### src/rtl/fifo_pkg.sv
// Shared definitions for the FIFO write-side controller:
// packet FSM state encoding and default statistics counter width.
package fifo_pkg;

  typedef enum logic [1:0] {
    ST_IDLE = 2'd0,
    ST_PASS = 2'd1,
    ST_DROP = 2'd2
  } wr_state_t;

  localparam int CNTW_DEF = 16;

endpackage

### src/rtl/fifo_skid2.sv
// Two-entry in-order holding buffer between upstream and the FIFO memory.
// Push and pop in the same cycle leave occupancy unchanged.
module fifo_skid2 #(
  parameter int W = 9
) (
  input  logic         clk,
  input  logic         rst,
  input  logic         i_push,
  input  logic [W-1:0] i_din,
  input  logic         i_pop,
  output logic [W-1:0] o_dout,
  output logic [1:0]   o_occ
);

  logic [W-1:0] r_mem [2];
  logic         r_wr_ptr;
  logic         r_rd_ptr;
  logic [1:0]   r_occ;

  // Storage carries no reset; occupancy alone decides what is valid.
  always_ff @(posedge clk) begin
    if (i_push) begin
      r_mem[r_wr_ptr] <= i_din;
    end
  end

  always_ff @(posedge clk) begin
    if (rst) begin
      r_wr_ptr <= 1'b0;
      r_rd_ptr <= 1'b0;
      r_occ    <= 2'd0;
    end else begin
      if (i_push) begin
        r_wr_ptr <= ~r_wr_ptr;
      end
      if (i_pop) begin
        r_rd_ptr <= ~r_rd_ptr;
      end
      case ({i_push, i_pop})
        2'b10:   r_occ <= r_occ + 2'd1;
        2'b01:   r_occ <= r_occ - 2'd1;
        default: r_occ <= r_occ;
      endcase
    end
  end

  assign o_dout = r_mem[r_rd_ptr];
  assign o_occ  = r_occ;

endmodule

### src/rtl/fifo_wr_ctrl.sv
// Packet-aware FIFO write controller: buffers upstream words, drops whole packets
// that start while the FIFO is full (DROP_EN=1), and keeps packet/drop statistics.
module fifo_wr_ctrl
  import fifo_pkg::*;
#(
  parameter int DSIZE   = 8,
  parameter int DROP_EN = 1,
  parameter int CNTW    = CNTW_DEF
) (
  input  logic             wclk,
  input  logic             wrst,
  input  logic             s_valid,
  output logic             s_ready,
  input  logic [DSIZE-1:0] s_data,
  input  logic             s_last,
  output logic             winc,
  output logic [DSIZE-1:0] wdata,
  input  logic             wfull,
  output logic [CNTW-1:0]  pkt_cnt,
  output logic [CNTW-1:0]  drop_cnt
);

  wr_state_t       r_state;
  logic [CNTW-1:0] r_pkt_cnt;
  logic [CNTW-1:0] r_drop_cnt;

  logic [1:0]      w_occ;
  logic [DSIZE:0]  w_head;
  logic            w_accept;
  logic            w_full_start;
  logic            w_push;
  logic            w_drop_done;

  // In DROP nothing is buffered, so upstream is drained regardless of occupancy.
  assign s_ready      = ~wrst & ((w_occ < 2'd2) | (r_state == ST_DROP));
  assign w_accept     = s_valid & s_ready;
  assign w_full_start = (DROP_EN != 0) && wfull;

  always_comb begin
    w_push      = 1'b0;
    w_drop_done = 1'b0;
    case (r_state)
      ST_IDLE: begin
        w_push      = w_accept & ~w_full_start;
        w_drop_done = w_accept & s_last & w_full_start;
      end
      ST_PASS: w_push      = w_accept;
      ST_DROP: w_drop_done = w_accept & s_last;
      default: ;
    endcase
  end

  fifo_skid2 #(
    .W (DSIZE + 1)
  ) u_skid (
    .clk    (wclk),
    .rst    (wrst),
    .i_push (w_push),
    .i_din  ({s_last, s_data}),
    .i_pop  (winc),
    .o_dout (w_head),
    .o_occ  (w_occ)
  );

  assign winc  = (w_occ != 2'd0) & ~wfull;
  assign wdata = w_head[DSIZE-1:0];

  always_ff @(posedge wclk) begin
    if (wrst) begin
      r_state    <= ST_IDLE;
      r_pkt_cnt  <= '0;
      r_drop_cnt <= '0;
    end else begin
      if (w_accept) begin
        case (r_state)
          ST_IDLE: begin
            if (!s_last) begin
              if (w_full_start) begin
                r_state <= ST_DROP;
              end else begin
                r_state <= ST_PASS;
              end
            end
          end
          ST_PASS, ST_DROP: begin
            if (s_last) begin
              r_state <= ST_IDLE;
            end
          end
          default: r_state <= ST_IDLE;
        endcase
      end
      if (winc && w_head[DSIZE] && (r_pkt_cnt != '1)) begin
        r_pkt_cnt <= r_pkt_cnt + CNTW'(1);
      end
      if (w_drop_done && (r_drop_cnt != '1)) begin
        r_drop_cnt <= r_drop_cnt + CNTW'(1);
      end
    end
  end

  assign pkt_cnt  = r_pkt_cnt;
  assign drop_cnt = r_drop_cnt;

endmodule

### config.mk
export PLATFORM = sky130hd
export DESIGN_NAME = fifo_wr_ctrl
export DESIGN_NICKNAME = d
export VERILOG_FILES = /design/src/rtl/fifo_pkg.sv /design/src/rtl/fifo_skid2.sv /design/src/rtl/fifo_wr_ctrl.sv
export SDC_FILE = /design/constraint.sdc
export NUM_CORES = 1
export LEC_CHECK = 0
export CAP_MARGIN = 20
export CORE_ASPECT_RATIO = 2
export CORE_MARGIN = 2
export CORE_UTILIZATION = 48
export CTS_BUF_LIST = sky130_fd_sc_hd__clkbuf_8
export DETAILED_ROUTE_END_ITERATION = 10
export PLACE_DENSITY_LB_ADDON = 0.1
export RECOVER_POWER = 100
export SLEW_MARGIN = 20
export SYNTH_ARGS = -nofsm -noshare
export SYNTH_HDL_FRONTEND = slang
export SYNTH_SLANG_ARGS = --single-unit
### constraint.sdc
create_clock -name wclk -period 2.1 [get_ports wclk]
set_clock_uncertainty 0.15 [all_clocks]
set_input_delay 0.63 -clock wclk [delete_from_list [all_inputs] [get_ports wclk]]
set_output_delay 0.63 -clock wclk [all_outputs]
set_load 0.005 [all_outputs]
* Word level (Yosys, flattened, before mapping)
Memory sizes are Yosys's and may differ from the RTL's. A register that Yosys moved wholly into a read port is not among the register bits.
Cells that the tools add are included.
** Storage, ports and cells
- Memories :: 1
- Register bits :: 38
- Memory bits (writable) :: 18
- Input bits :: 13
- Output and inout bits :: 42
- Logic and storage cells :: 50
** Memories
- u_skid.r_mem :: depth 2, width 9, rd ports 1, clocked after memory_dff 1, wr ports 1, line fifo_skid2.sv:15 : logic [W-1:0] r_mem [2];
** Cells by class
- Muxes and demuxes :: 11
- Reduce and logical (&&, ||, !) cells :: 8
- Bitwise gates (word level) :: 11
- Order comparisons :: 1
- Add/subtract/negate cells :: 4
- Equality and inequality tests :: 8
** Operators by type and width (count)
- $add A16 B1 Y16 const B :: 2
- $ne A16 B16 Y1 const B :: 2
- $pmux W2 S2 :: 2
- $and A1 B1 Y1 :: 6
- $mux W2 :: 3
- $eq A2 B1 Y1 const B :: 2
- $eq A2 B2 Y1 const B :: 2
- $mux W1 :: 4
- $ne A2 B2 Y1 const B :: 2
- $not A1 Y1 :: 4
- $pmux W1 S2 :: 2
- $reduce_bool A2 Y1 :: 2
- $logic_and A1 B1 Y1 :: 3
- $reduce_and A3 Y1 :: 1
- $add A2 B1 Y2 const B :: 1
- $logic_not A2 Y1 :: 1
- $lt A2 B2 Y1 const B :: 1
- $reduce_or A2 Y1 :: 1
- $sub A2 B1 Y2 const B :: 1
- $or A1 B1 Y1 :: 1

* Depth between registers and ports, before layout
Gate-level depths: netlist (run 1).
- Depth in word-level cells :: 8
- Depth in mapped cells :: 8
- Depth with buffers taken out :: 8

* Hierarchy
A second synthesis (run 1) with hierarchy kept.
** Second synthesis, totals
- Cells, all modules :: 267
- Area total of the unflattened synthesis :: 2851.5 µm²
** By module, submodules not included
- fifo_wr_ctrl :: cells each 219, area an instance 2011.9 µm², times used 1
- fifo_skid2 :: cells each 48, area an instance 839.6 µm², times used 1

* Worst setup path before layout (run 1)
OpenSTA, ideal clock, no wires.
- Path type :: input -> register
- From :: in wfull
- To :: reg r_pkt_cnt[7] (netlist: pkt_cnt[7])
- Data arrival time :: 1945 ps
- Buffers on the path :: 0
- Stages :: 4
- Data required time :: 1827 ps
- Slack :: -119 ps
- Path through :: o21bai_1 > or4_4 > nor4_2 > mux2_1
** Between the ends
- Word-level cells in the longest chain between the ends :: 4
** Ends and longest elaborated chain
- start, declared :: line fifo_wr_ctrl.sv:18 : input logic wfull,
- $not A1 Y1 :: line fifo_wr_ctrl.sv:65 : assign winc = (w_occ != 2'd0) & ~wfull;
- $and A1 B1 Y1 :: line fifo_wr_ctrl.sv:65
- $logic_and A1 B1 Y1 (2 in series) :: line fifo_wr_ctrl.sv:93 : if (winc && w_head[DSIZE] && (r_pkt_cnt != '1)) begin
- end signal, assigned :: line fifo_wr_ctrl.sv:94 : r_pkt_cnt <= r_pkt_cnt + CNTW'(1);
- end, declared :: line fifo_wr_ctrl.sv:24 : logic [CNTW-1:0] r_pkt_cnt;
No other way between the ends.
A chain may end at the register's enable or synchronous reset.

* Worst setup path in the final report (run 1)
- From :: reg r_drop_cnt[7] (netlist: drop_cnt[7])
- To :: out drop_cnt[7]
** RTL lines
- start, declared :: line fifo_wr_ctrl.sv:25 : logic [CNTW-1:0] r_drop_cnt;
- start signal, assigned :: line fifo_wr_ctrl.sv:97 : r_drop_cnt <= r_drop_cnt + CNTW'(1);
- end, declared :: line fifo_wr_ctrl.sv:20 : output logic [CNTW-1:0] drop_cnt
No word-level cell between the ends.

==> reports/qor.csv, run 1 <==
stage,metric,value,unit
outcome,status,"finished, final reports clean",
placement,dpl cells,412,
timing,Final Hold Fails,0,
die,DIE AREA,0.00640,mm2
timing,Slew @ Worst Pin,0.555,ns
clock_network,CTS root buf,clkbuf_8,
critical_path,RR Endpoint,u_skid.o_occ[1]$_SDFFE_PP0P_,
critical_path,CP bufs+invs,2,
drt,number of routed nets with antenna violations,0,
logic_synthesis,syn_area_per_cell,10.4,um2
timing,Tcrit/Tclk final,98.6,%
timing,Setup Total Neg Slack,0,ns
critical_path,worst reg-to-reg setup slack,0.07,ns
run,number of max-cap violations,0,
critical_path,CP startpoint,drop_cnt[7]$_SDFFE_PP0P_,
clock_network,clock latency on the worst-skew pair,0.34,ns
critical_path,CP endpoint,drop_cnt[7],
die,core area,0.00561,mm2
global_route,total grt overflow,0,
clock_network,CTS Hold Buffers Added,0,
global_route,GRT Util Overall,22.7,%
placement,# port buffers,54,
logic_synthesis,synthesized cell area,0.00276,mm2
drt,Residual DRC,0,
logic_synthesis,Synth Warn #,0,
final_layout,layout cell share with drive strength beyond 1,35.4,%
final_layout,Area Growth Syn to Fin,45.7,%
timing,fmax,483,MHz
global_route,global-route wire length before repair,11300,um
critical_path,"Slowest-stage cell, CP",clkdlybuf4s50_1,
clock_network,H-tree depth,3,
clock_network,TritonCTS buffer count,9,
die,Die Wd,57.6,um
global_route,number of global-route vias before repair,2466,
global_route,maximum number of pins on one net before global-route repair,26,
logic_synthesis,Yosys reg bits,57,
logic_synthesis,sequential-to-total area share from yosys stat,48.0,%
timing,fin crit period,2.07,ns
placement,post-DP HPWL,4740,um
logic_synthesis,top cell type by total area after synthesis,dfxtp_1,
die,row cnt,39,
logic_synthesis,most frequent cells after synthesis,"39 x dfxtp_1, 18 x edfxtp_1, 16 x a21oi_1, 16 x nor2_1, 15 x mux2_2",
drt,WL/cell,15.6,um
drt,vias per inst,5.87,
critical_path,crit path launch type,register,
timing,relative slew slack,62.8,%
drt,vias post-DR,2565,
pwr,maximum VDD drop,664,uV
drt,WL final,6800,um
logic_synthesis,Post-Syn Nets,284,
logic_synthesis,Synth top area share,28.3,%
critical_path,Worst Path Arrival,1.29,ns
die,Die H,111,um
logic_synthesis,synth top area cells,"dfxtp_1 28%, edfxtp_1 20%, mux2_2 6.1%",
critical_path,r2r worst-path depth,7,
critical_path,RR Startpoint,r_state[1]$_SDFFE_PP0P_,
worst_hold_path,Worst Hold Class,register to register,
critical_path,Crit path max-delay family,buffers and inverters,
clock_network,CTS tree,yes,
placement,GPL Wtd Cong,0.848,
critical_path,crit end category,output port,
pwr,power density cells,687,mW/mm2
pwr,Pleak,1.52,nW
clock_network,clock net sink count,57,
logic_synthesis,"count leader, synth",dfxtp_1,
timing,RSZ-0062 raised after global routing,yes,
drt,initial drt markers,130,
clock_network,Worst-path clk slew,0.07,ns
logic_synthesis,"Distinct cells, synth",54,
die,initial core utilization,49.1,%
critical_path,crit path max fanout,6,
critical_path,critical-path cell list,"buf_6, clkdlybuf4s50_1",
final_layout,nets,390,
clock_network,Max Root-Sink Buffers,2,
critical_path,Setup Crit Path Kind,register to output port,
final_layout,Finished Layout Cells,437,
timing,Slew Limit Fails,0,
logic_synthesis,ys flop type,dfxtp_1,
critical_path,CP max stage delay,0.49,ns
pwr,Tot Pwr,2.76,mW
global_route,antenna violations before repair,0,
worst_hold_path,hold path start,drop_cnt[3]$_SDFFE_PP0P_,
logic_synthesis,Post-Syn Instances,265,
drt,TritonRoute pass-1 iters,4,
logic_synthesis,fraction of registers with async set/reset,0,%
timing,"Setup violations, final",0,
logic_synthesis,Post-synth EDFFs,18,
die,I/O pins,55,
final_layout,n_diodes,0,
critical_path,Levels on crit path,2,
critical_path,Worst Path Required,1.32,ns
worst reg2reg max path, stage by stage, from the launching register on:
cell and delay [ns]:
dfxtp_4 0.36, inv_2 0.06, ha_4 0.16, nor2b_1 0.14
o211ai_1 0.26, ha_2 0.34, or3_4 0.37, a21oi_2 0.12
worst min path at each step:
| stage | slack [ns] | cells after the start | end |
|---|---|---|---|
| after floorplan | 0.33 | 2 | register |
| after global placement | 0.36 | 2 | u_skid.r_rd_ptr$_SDFFE_PP0P_ |
| after detailed placement | 0.37 | 2 | drop_cnt[3]$_SDFFE_PP0P_ |
| after CTS | 0.36 | 1 | drop_cnt[2]$_SDFFE_PP0P_ |
| after global routing | 0.38 | 1 | drop_cnt[2]$_SDFFE_PP0P_ |
| final | 0.35 | 2 | drop_cnt[3]$_SDFFE_PP0P_ |
kinds of logic after synthesis:
group,count (synthesis),synth area share [%]
buffers and inverters,20,3.04
xor gates and xnor gates,4,1.27
AOI/OAI and AO/OA,56,13.9
adders and majority gates,6,2.72
DFF,57,48.0
muxes,19,7.77
and+or+nand+nor,103,23.4
where the power goes:
part           leakage [nW]  internal [mW]  switching (mW)  total (mW)
Combinational         0.908          0.189           0.150       0.338
Sequential            0.489           1.17          0.0300        1.20
Clock                 0.120          0.777           0.442        1.22
Total                  1.52           2.14           0.621        2.76
layout make-up:
type / count / area, um2
repair buffers: 102 / 860
clock inverters: 7 / 109
flip-flops and latches: 57 / 1350
clock buffers: 9 / 124
fillers: 432 / 1600
well taps: 61 / 76.3
inverters: 13 / 51.3
multi-input cells: 188 / 1450
sequential cells by signal (all words and copies together), names as in the netlist, named ones only:
register and count:
u_skid.r_mem 18, u_skid.r_rd_ptr 1, u_skid.r_wr_ptr 1, pkt_cnt 16
r_state 2, u_skid.o_occ 2, drop_cnt 16
routing by layer:
| metal | up-vias | track usage, % | wire length, um |
|---|---|---|---|
| li1 | 1240 | - | - |
| met1 | 1245 | 28.2 | 2880 |
| met2 | 67 | 35.7 | 3440 |
| met3 | 13 | 5.02 | 312 |
| met4 | 0 | 12.1 | 162 |
| met5 | - | 0 | 0 |
timing repair:
action,CTS,global route
setup buffers,7,2
setup endpoints to repair,40,34
pin swaps,6,6
resized for setup,65,34
metrics by stage:
stage / hold slack (ns) / util [%] / cell area, um2 / worst slack, ns
6_report: 0.352 / 71.5 / 4020 / 0.0285
5_1_grt: 0.378 / 71.5 / 4020 / -0.0446
4_1_cts: 0.365 / 70.3 / 3940 / -0.0535
3_5_place_dp: 0.369 / 65.1 / 3650 / -0.536
3_3_place_gp: 0.356 / 65.1 / 3650 / -0.497
2_1_floorplan: 0.331 / - / 2770 / 0.000485
cells in the final DEF (no fill, tap or decap), types with 8 or more instances in the layout:
cell,netlist,final
a21oi_1,16,15
dfxtp_2,0,20
clkdlybuf4s50_1,0,28
mux2_2,15,14
inv_1,13,11
dfxtp_1,39,18
nand3_1,9,9
buf_4,0,39
dlygate4sd3_1,0,8
buf_2,1,8
nor2b_1,9,8
nand4_1,11,11
nor2_1,16,16
nand2_1,9,9
clkbuf_8,0,9
edfxtp_1,18,18
Note: power is estimated with default switching activity, not from simulation.
==> run 2, diff against run 1 <==
--- a/config.mk
+++ b/config.mk
@@ -7,7 +7,7 @@
 export LEC_CHECK = 0
 export CAP_MARGIN = 20
 export CORE_ASPECT_RATIO = 2
-export CORE_MARGIN = 2
+export CORE_MARGIN = 1.5
 export CORE_UTILIZATION = 48
 export CTS_BUF_LIST = sky130_fd_sc_hd__clkbuf_8
 export DETAILED_ROUTE_END_ITERATION = 10
@@ -16,4 +16,5 @@
 export SLEW_MARGIN = 20
 export SYNTH_ARGS = -nofsm -noshare
 export SYNTH_HDL_FRONTEND = slang
+export SYNTH_HIERARCHICAL = 1
 export SYNTH_SLANG_ARGS = --single-unit
==> run 2 against run 1 <==
- the flow now finishes with violations (negative setup slack)
- setup slack lost 0.052 ns
- sequential share of layout area grew 0.31 points
- die area grew 0.65%
- routed wire length is essentially flat
- fmax shrank 2.5%
- area after synthesis grew 3.5%
- largest cell class unchanged
- largest power group unchanged
- highest routed layer unchanged
==> reports/qor.csv, run 2 <==
stage,metric,value,unit,change
critical_path,crit path max fanout,4,,was 6
timing,Final Hold Fails,0,,unchanged
timing,Slew Limit Fails,0,,unchanged
drt,WL final,6790,um,was 6800 um
critical_path,Worst Path Arrival,2.24,ns,was 1.29 ns
drt,number of routed nets with antenna violations,0,,unchanged
worst_hold_path,Worst Hold Class,register to register,,unchanged
die,DIE AREA,0.00644,mm2,was 0.00640 mm2
final_layout,n_diodes,0,,unchanged
logic_synthesis,Synth Warn #,6,,was 0
logic_synthesis,Post-Syn Instances,267,,was 265
placement,# port buffers,54,,unchanged
final_layout,Area Growth Syn to Fin,40.3,%,was 45.7%
final_layout,footprint of the multi-input gates,0.00151,mm2,was 0.00145 mm2
clock_network,clock net sink count,57,,unchanged
pwr,power density cells,693,mW/mm2,was 687 mW/mm2
logic_synthesis,top cell type by total area after synthesis,dfxtp_1,,unchanged
clock_network,CTS tree,yes,,unchanged
logic_synthesis,synthesized cell area,0.00285,mm2,was 0.00276 mm2
critical_path,Worst Path Required,2.21,ns,was 1.32 ns
final_layout,max reg flops,18,,unchanged
clock_network,TritonCTS buffer count,9,,unchanged
drt,vias post-DR,2516,,"was 2,565"
die,core area,0.00571,mm2,was 0.00561 mm2
critical_path,critical-path cell list,"dlygate4sd3_1, and2_1, o2111ai_4, or4_1, a21oi_1",,"was buf_6, clkdlybuf4s50_1"
logic_synthesis,Post-Syn Nets,286,,was 284
run,number of max-cap violations,0,,unchanged
clock_network,Max Root-Sink Buffers,2,,unchanged
final_layout,area occupied by registers,0.00136,mm2,was 0.00135 mm2
timing,fin crit period,2.12,ns,was 2.07 ns
critical_path,"Slowest-stage cell, CP",dlygate4sd3_1,,was clkdlybuf4s50_1
global_route,antenna violations before repair,0,,unchanged
logic_synthesis,Yosys reg bits,57,,unchanged
timing,"Setup violations, final",2,,was 0
pwr,maximum VDD drop,654,uV,was 664 uV
outcome,status,"finished, violations left",,"was finished, final reports clean"
critical_path,r2r worst-path depth,9,,was 7
die,Die Wd,57.5,um,was 57.6 um
global_route,total grt overflow,0,,unchanged
logic_synthesis,"count leader, synth",dfxtp_1,,unchanged
placement,GPL Wtd Cong,0.836,,was 0.848
final_layout,Top reg by flops,u_skid/r_mem,,was u_skid.r_mem
logic_synthesis,ys flop type,dfxtp_1,,unchanged
outcome,violated checks,negative setup slack,,
logic_synthesis,most frequent cells after synthesis,"39 x dfxtp_1, 18 x edfxtp_1, 17 x a21oi_1, 17 x nor2_1",,"was 39 x dfxtp_1, 18 x edfxtp_1, 16 x a21oi_1, 16 x nor2_1, 15 x mux2_2"
final_layout,"commonest non-fill, non-tap cells in the layout","33 x buf_4, 31 x clkdlybuf4s50_1, 26 x dfxtp_2",,"was 39 x buf_4, 28 x clkdlybuf4s50_1, 20 x dfxtp_2"
pwr,Pleak,1.47,nW,was 1.52 nW
clock_network,clock latency on the worst-skew pair,0.34,ns,about the same
global_route,number of global-route vias before repair,2348,,"was 2,466"
critical_path,CP max stage delay,0.63,ns,was 0.49 ns
die,Die H,112,um,was 111 um
logic_synthesis,syn_area_per_cell,10.7,um2,was 10.4 um2
timing,Final WS setup,-0.0240,ns,was 0.0285 ns
final_layout,"commonest non-fill, non-tap cell in the layout",buf_4,,unchanged
drt,initial drt markers,81,,was 130
drt,WL/cell,15.9,um,was 15.6 um
final_layout,layout cell share with drive strength beyond 1,36.4,%,was 35.4%
final_layout,fill cell count,446,,was 432
final_layout,final core occ,70.1,%,was 71.5%
worst_hold_path,hold path depth,1,,was 2
die,row cnt,39,,unchanged
global_route,maximum number of pins on one net before global-route repair,41,,was 26
timing,relative slew slack,70.6,%,was 62.8%
logic_synthesis,synth top area cells,"dfxtp_1 27%, edfxtp_1 19%, mux2_2 5.9%",,"was dfxtp_1 28%, edfxtp_1 20%, mux2_2 6.1%"
logic_synthesis,Post-synth EDFFs,18,,unchanged
critical_path,Setup Crit Path Kind,primary input to register,,was register to output port
timing,RSZ-0062 raised after global routing,yes,,unchanged
timing,Setup Total Neg Slack,-0.0265,ns,was 0 ns
placement,post-DP HPWL,4800,um,was 4740 um
drt,TritonRoute pass-1 iters,4,,unchanged
logic_synthesis,fraction of registers with async set/reset,0,%,unchanged
timing,Slew @ Worst Pin,0.437,ns,was 0.555 ns
global_route,GRT Util Overall,21.8,%,was 22.7%
clock_network,CTS Hold Buffers Added,0,,unchanged
drt,Residual DRC,0,,unchanged
logic_synthesis,"Distinct cells, synth",56,,was 54
global_route,global-route wire length before repair,10800,um,"was 11,300 um"
final_layout,nets,379,,was 390
drt,vias per inst,5.91,,was 5.87
critical_path,crit path launch type,primary input,,was register
clock_network,H-tree depth,3,,unchanged
timing,Tcrit/Tclk final,101,%,was 98.6%
clock_network,CTS root buf,clkbuf_8,,unchanged
die,initial core utilization,49.9,%,was 49.1%
logic_synthesis,Synth top area share,27.4,%,was 28.3%
critical_path,crit end category,register,,was output port
timing,fmax,471,MHz,was 483 MHz
die,I/O pins,55,,unchanged
clock_network,Worst-path clk slew,0.06,ns,was 0.07 ns
logic_synthesis,sequential-to-total area share from yosys stat,46.3,%,was 48.0%
-- run 2: layer usage --
metal	routed length [um]	GRT usage, %
met1	2620	23.0
met2	3730	38.9
met3	260	5.34
met4	181	10.4
met5	0	0
-- run 2: worst max-delay path: cells and delay by family --
kind,cells,cell delay [ns]
AO/OA/AOI/OAI,2,0.28
buffers and inverters,1,0.63
AND/OR/NAND/NOR,2,0.69
-- run 2: report_power, final --
part | switching [mW] | internal [mW]
clock network | 0.436 | 0.777
registers | 0.0292 | 1.17
logic | 0.152 | 0.210
total | 0.617 | 2.16
-- run 2: per-stage QoR --
| stage | hold WS [ns] | area, um2 | cells | power [mW] | setup WS (ns) |
|---|---|---|---|---|---|
| after detailed placement | 0.359 | 3690 | 406 | 1.60 | -0.530 |
| after global routing | 0.366 | 4000 | 426 | 2.89 | -0.0599 |
| after floorplan | 0.331 | 2870 | 267 | 1.39 | -0.0534 |
| final | 0.341 | 4000 | 426 | 2.77 | -0.0240 |
| after CTS | 0.363 | 3930 | 425 | 2.81 | 0.000890 |
| after global placement | 0.348 | 3690 | 406 | 1.59 | -0.517 |
-- run 2: repair_timing --
action	in CTS	in global routing
pin swaps	2	3
resized for setup	57	29
setup buffers	3	1
hold endpoints to repair	0	0
setup endpoints to repair	61	38
-- run 2: path summary, 6_finish.rpt --
path                                               start                           end  slack [ns]
worst min register to register  drop_cnt[6]$_SDFFE_PP0P_      drop_cnt[6]$_SDFFE_PP0P_        0.34
worst max register to register   r_state[0]$_SDFFE_PP0P_  u_skid/o_occ[1]$_SDFFE_PP0P_        0.07
worst min-delay path            drop_cnt[6]$_SDFFE_PP0P_      drop_cnt[6]$_SDFFE_PP0P_        0.34
worst max-delay path                              s_last      drop_cnt[9]$_SDFFE_PP0P_       -0.02
-- run 2: cell families after synthesis --
logic type | share of synthesized area [%]
AO/OA/AOI/OAI | 15.2
XOR/XNOR | 1.23
adder cells (fa/ha/maj) | 2.63
buffers and inverters | 3.64
flip-flops | 46.3
multiplexers | 7.50
AND/OR/NAND/NOR | 23.5
-- run 2: area by class of cell --
class                   instances  area share, %
multi-input cells             194           37.7
flip-flops and latches         57           33.9
repair buffers                 91           20.0
clock buffers                   9           3.10
clock inverters                 7           2.72
well taps                      61           1.91
inverters                       7          0.657
